===== config.mk =====
export PLATFORM = sky130hd
export DESIGN_NAME = comparator_multicycle
export DESIGN_NICKNAME = d
export VERILOG_FILES = /design/src/rtl/comparator_multicycle.sv
export SDC_FILE = /design/constraint.sdc
export NUM_CORES = 1
export LEC_CHECK = 0
export BUFFER_PORTS_ARGS = -buffer_cell sky130_fd_sc_hd__buf_4
export CORE_ASPECT_RATIO = 2
export CORE_UTILIZATION = 55
export CTS_BUF_LIST = sky130_fd_sc_hd__clkbuf_16
export CTS_CLUSTER_DIAMETER = 200
export DETAILED_ROUTE_END_ITERATION = 7
export MAX_ROUTING_LAYER = met4
export PLACE_DENSITY = 0.89
export SYNTH_ARGS = -nofsm -noshare
export SYNTH_HDL_FRONTEND = slang
export SYNTH_SLANG_ARGS = --single-unit

===== constraint.sdc =====
create_clock -name clk -period 9.4 [get_ports clk]
set_clock_uncertainty 0.2 [all_clocks]
set_input_delay 0.47 -clock clk [delete_from_list [all_inputs] [get_ports clk]]
set_output_delay 0.47 -clock clk [all_outputs]
set_load 0.01 [all_outputs]

===== src/rtl/comparator_multicycle.sv =====
// Multi-cycle magnitude/equality comparator: scans CHUNK-bit slices from the
// top down, one per cycle, and stops at the first differing slice.
module comparator_multicycle #(
    parameter int unsigned N     = 32,
    parameter int unsigned CHUNK = 8
) (
    input  logic         clk,
    input  logic         rst,
    input  logic         in_valid,
    output logic         in_ready,
    input  logic [N-1:0] a,
    input  logic [N-1:0] b,
    input  logic         is_signed,
    output logic         out_valid,
    input  logic         out_ready,
    output logic         equals,
    output logic         less_than
);

    localparam int unsigned NC = (CHUNK == 0) ? 1 : N / CHUNK;
    localparam int unsigned KW = (NC > 1) ? $clog2(NC) : 1;
    localparam logic [KW-1:0]    K_TOP    = KW'(NC - 1);
    localparam logic [CHUNK-1:0] MSB_MASK = CHUNK'(1) << (CHUNK - 1);

    generate
        if (CHUNK == 0 || CHUNK > N || NC * CHUNK != N) begin : g_bad_params
            $error("comparator_multicycle: N must be a non-zero multiple of CHUNK");
        end
    endgenerate

    typedef enum logic [1:0] {IDLE, BUSY, DONE} state_t;

    state_t           state_q, state_d;
    logic [KW-1:0]    k_q, k_d;
    logic [N-1:0]     a_q, a_d, b_q, b_d;
    logic             sgn_q, sgn_d;
    logic             ov_d, eq_d, lt_d;
    logic [CHUNK-1:0] sa, sb, sa_adj, sb_adj;
    logic             top_signed, slice_ne, slice_lt;

    assign in_ready = (state_q == IDLE) && !rst;

    // Select slice k; the top slice of a signed compare has its sign bit
    // flipped so an unsigned compare yields the two's-complement ordering.
    always_comb begin
        sa = '0;
        sb = '0;
        for (int i = 0; i < NC; i++) begin
            if (k_q == KW'(i)) begin
                sa = a_q[i*CHUNK +: CHUNK];
                sb = b_q[i*CHUNK +: CHUNK];
            end
        end
        top_signed = sgn_q && (k_q == K_TOP);
        sa_adj     = sa ^ (top_signed ? MSB_MASK : '0);
        sb_adj     = sb ^ (top_signed ? MSB_MASK : '0);
        slice_ne   = (sa != sb);
        slice_lt   = (sa_adj < sb_adj);
    end

    always_comb begin
        state_d = state_q;
        k_d     = k_q;
        a_d     = a_q;
        b_d     = b_q;
        sgn_d   = sgn_q;
        ov_d    = out_valid;
        eq_d    = equals;
        lt_d    = less_than;
        case (state_q)
            IDLE: begin
                if (in_valid) begin
                    a_d     = a;
                    b_d     = b;
                    sgn_d   = is_signed;
                    k_d     = K_TOP;
                    state_d = BUSY;
                end
            end
            BUSY: begin
                if (slice_ne) begin
                    eq_d    = 1'b0;
                    lt_d    = slice_lt;
                    ov_d    = 1'b1;
                    state_d = DONE;
                end else if (k_q == KW'(0)) begin
                    eq_d    = 1'b1;
                    lt_d    = 1'b0;
                    ov_d    = 1'b1;
                    state_d = DONE;
                end else begin
                    k_d = k_q - KW'(1);
                end
            end
            DONE: begin
                if (out_ready) begin
                    ov_d    = 1'b0;
                    state_d = IDLE;
                end
            end
            default: state_d = IDLE;
        endcase
    end

    always_ff @(posedge clk) begin
        if (rst) begin
            state_q   <= IDLE;
            k_q       <= K_TOP;
            out_valid <= 1'b0;
            equals    <= 1'b0;
            less_than <= 1'b0;
        end else begin
            state_q   <= state_d;
            k_q       <= k_d;
            out_valid <= ov_d;
            equals    <= eq_d;
            less_than <= lt_d;
        end
    end

    // Operands only change on the accept cycle, so they need no reset.
    always_ff @(posedge clk) begin
        a_q   <= a_d;
        b_q   <= b_d;
        sgn_q <= sgn_d;
    end

endmodule

# [After elaboration in Yosys (flattened, before gate mapping)]
# Index checks and enable logic that the tools add are counted.
[op_classes] n_reduce_logical=13 mux=25 addsub=1 eq_ne=11 magnitude_cmp=1 bitwise_logic=2
[op_table] operator="$mux W8" count=9
[op_table] operator="$xor A8 B8 Y8" count=2
[op_table] operator="$mux W2" count=7
[op_table] operator="$lt A8 B8 Y1" count=1
[op_table] operator="$ne A2 B2 Y1 const B" count=4
[op_table] operator="$ne A8 B8 Y1" count=1
[op_table] operator="$eq A2 B2 Y1 const B" count=3
[op_table] operator="$mux W1" count=6
[op_table] operator="$pmux W2 S3" count=1
[op_table] operator="$reduce_and A3 Y1" count=2
[op_table] operator="$reduce_bool A2 Y1" count=3
[op_table] operator="$eq A2 B1 Y1 const B" count=2
[op_table] operator="$logic_not A2 Y1" count=2
[op_table] operator="$pmux W2 S2" count=1
[op_table] operator="$reduce_and A2 Y1" count=2
[op_table] operator="$reduce_and A4 Y1" count=1
[op_table] operator="$ne A3 B3 Y1 const B" count=1
[op_table] operator="$logic_and A1 B1 Y1" count=2
[op_table] operator="$pmux W1 S2" count=1
[op_table] operator="$sub A2 B1 Y2 const B" count=1
[op_table] operator="$logic_not A1 Y1" count=1
[word_totals] input_bits=69 register_bits=72 word_cells=61 output_inout_bits=4

# [Logic depth before layout (Yosys ltp)]
[depth] depth_word=8 depth_mapped=15 mapped_depth_nobuf=14

# [Worst setup path before layout]
# No wires, ideal clock.
[synth_path] path_kind="input-to-reg" startpoint="in in_valid" endpoint="reg a_q[0] (enable)" stages=1 required_time_ns=8.612 arrival_ns=5.327 setup_ns=0.588 setup_slack_ns=3.284 cell_sequence="nor3b_1"
[synth_between] elab_chain_len=1
[synth_lines] item="start: declaration" line_no="9" rtl="input logic in_valid,"
[synth_lines] item="$reduce_and A2 Y1 (no source line)"
[synth_lines] item="end signal: assignment" line_no="123" rtl="a_q <= a_d;"
[synth_lines] item="end: declaration" line_no="35" rtl="logic [N-1:0] a_q, a_d, b_q, b_d;"
# No other way between the ends.
# A chain may end at the register's enable or synchronous reset.

# [Worst setup path in the final report]
[layout_path] startpoint="reg k_q[1]" endpoint="reg k_q[0]"
[layout_between] elab_chain_len=8
[layout_lines] item="start: declaration" line_no="34" rtl="logic [KW-1:0] k_q, k_d;"
[layout_lines] item="start signal: assignment" line_no="114" rtl="k_q <= k_d;"
[layout_lines] item="$logic_not A2 Y1" line_no="49, 86"
[layout_lines] item="$mux W8 (4 in a row)" line_no="49" rtl="if (k_q == KW'(i)) begin"
[layout_lines] item="$ne A8 B8 Y1" line_no="57" rtl="slice_ne = (sa != sb);"
[layout_lines] item="$ne A2 B2 Y1 (no source line)"
[layout_lines] item="$reduce_and A4 Y1 (no source line) *"
# Every way passes the cells marked *; elsewhere a longest branch is shown, timed or not.

==> metrics.cfg <==
[synth]
synth.yosys.seq_area_share = 0.679
netlist_area_um2 = 3080
synthTopCellsByArea = edfxtp_1 63%, a21oi_1 4.7%, dfxtp_1 4.5%
synth_top_family_by_area = simple AND/OR/NAND/NOR gates
yosysTopAreaCellShare = 0.633
synth_compound_area_frac = 0.105
synth_edf_count = 65
synth-main-ff-cell = edfxtp_1
yosysMostFrequentCell = edfxtp_1
synth-seq-cells = 72
synthSimpleGateAreaFrac = 0.113
synth-xor-area-share = 0.00568
yosys_warnings = 0
synth_mux_area_frac = 0.0329
syn_nets = 318
synth_top_cells_by_count = 65 x edfxtp_1, 30 x nand2_1, 29 x a21oi_1
synth_top_area_cell = edfxtp_1
async_flop_share = 0
synth_adder_area_share = 0.0447
synth.avg_cell_area_um2 = 12.9
ys_types = 38
syn_inst = 238

[die]
fp.dieW_um = 54.9
die_h_um = 108
core_um2 = 5420
initial_core_util = 0.569
io_pins = 73
dieArea_um2 = 5920
rows = 38

[setup_path]
path_class = reg2reg
cp.required_ns = 9.46
arrival_ns = 3.54
crit_path_end_kind = register
startpoint_type = register
crit_fanout = 29

[route]
drt_pass1_iterations = 4
wl_um = 5830
routedWlPerCell_um = 15.6
antenna_left = 0
drt-initial-drc-count = 56
viasPerCell = 5.38
vias = 2007
remaining_drc_errors = 0

[min_path]
worstHoldPathType = in2reg

[timing]
rsz0062_at_grt = no
tns_ns = 0
tightest_slew_ns = 1.07
slew_violations = 0
period_needed_ns = 3.48
relSlewSlack = 0.289
fin_crit_sh = 0.370
final_hold_viol_count = 0
setup_viol = 0
whs_ns = 0.112
max_freq_ghz = 0.287

[global_routing]
top_usage_layer = met2
grt_max_degree = 69
grt_pass1_vias = 2019
antenna_found_initial = 0
grt_overflow = 0
met1_usage = 0.227
met3_usage = 0.0734
grt_pass1_wl_um = 8830
grt_util_all_layers = 0.233
grtUsageMet2 = 0.396

[clock_network]
cts_tree = done
cts_sinks = 72
ctsHoldBuffers = 0
clkTransAtPathRegs_ns = 0.05
worstSkewPairLatency_ns = 0.33
post_cts_resized = 0
ctsLongestPathBuffers = 2
root_buffer = clkbuf_16
cts_made_buffers = 9
htree_num_levels = 3
post-cts-setup-buffer-count = 0

[final_layout]
final_net_count = 391
final_area_um2 = 3900
syn_to_final_growth_pct = 26.6
diodes = 0
drive_gt1_frac = 0.288
final_cells = 373
fill_cells = 375

[flow_run]
maxCapViolations = 0

[place]
hpwl_um = 4140
dp_cells = 360
gp_congestion = 0.788
portBuffers = 72
place_area_um2 = 3660

[power_and_ir_drop]
power.density_nw_per_um2 = 184
p_leak_nw = 1.61
ir_drop_mv = 0.196

[outcome]
status = completed

worst paths after layout:
path                                from                endpoint  slack [ns]  cells after the start
setup / recovery     k_q[1]$_SDFFE_PP1P_     k_q[0]$_SDFFE_PP1P_        5.92                     13
hold / removal                     b[26]       b_q[26]$_DFFE_PP_        0.11                      1
setup reg to reg     k_q[1]$_SDFFE_PP1P_     k_q[0]$_SDFFE_PP1P_        5.92                     13
hold reg to reg   out_valid$_SDFFE_PP0P_  out_valid$_SDFFE_PP0P_        0.28                      2
per-stage QoR:
stage	power [mW]	setup WS, ns	util
global placement	0.440	6.08	0.675
detailed placement	0.442	5.94	0.675
floorplan	0.412	3.28	-
CTS	0.722	5.93	0.720
global route	0.738	5.58	0.720
finish	0.717	5.92	0.720
flip-flops by register name, indices dropped and copies added (netlist names):
name	cells
b_q	32
k_q	2
a_q	32
sgn_q	1
equals	1
state_q	2
out_valid	1
less_than	1
layer usage:
layer	part of all wire	up-vias
li1	-	1013
met1	0.34	903
met2	0.58	83
met3	0.059	8
met4	0.021	0
met5	0	-
layout make-up:
cell class	instances	area, µm²	share of cell area
flip-flops and latches	72	2090	0.536
multi-input cells	152	933	0.239
repair buffers	73	548	0.140
clock buffers	9	225	0.0577
well taps	60	75.1	0.0192
clock inverters	4	16.3	0.00417
inverters	3	11.3	0.00289
critical path, cell delays in order, from the launching register on:
cell     delay, ns
dfxtp_1       0.33
inv_1         0.09
ha_1          0.83
a22oi_1       0.22
nor2_1        0.14
a21oi_1       0.07
nor2_1        0.15
a21oi_1       0.06
ha_1          0.35
nand3_1       0.11
nor4b_1       0.30
nand2_1       0.15
nor3_4        0.20
mux2i_1       0.20
cell families after synthesis:
family / after synthesis
XOR/XNOR: 2
multiplexers: 10
AO/OA/AOI/OAI: 55
flip-flops: 72
adder cells (fa/ha/maj): 11
buffers and inverters: 14
AND/OR/NAND/NOR: 74
where the power goes:
part | internal [mW] | switching [mW]
Combinational | 0.0289 | 0.0251
Clock | 0.170 | 0.111
Sequential | 0.375 | 0.00683
cells in the final DEF, fill, tap and decap left out, types with 2 or more instances in the layout:
cell / n
a21oi_1: 29
edfxtp_1: 65
buf_4: 73
nor3_1: 5
dfxtp_1: 7
nand2b_1: 2
ha_1: 11
nand2_1: 30
mux2i_1: 9
clkbuf_16: 9
clkinv_1: 2
nor2b_1: 5
o21ai_0: 14
inv_1: 4
a22oi_1: 3
nor2_1: 23
Note: power is estimated with default switching activity, not from simulation.
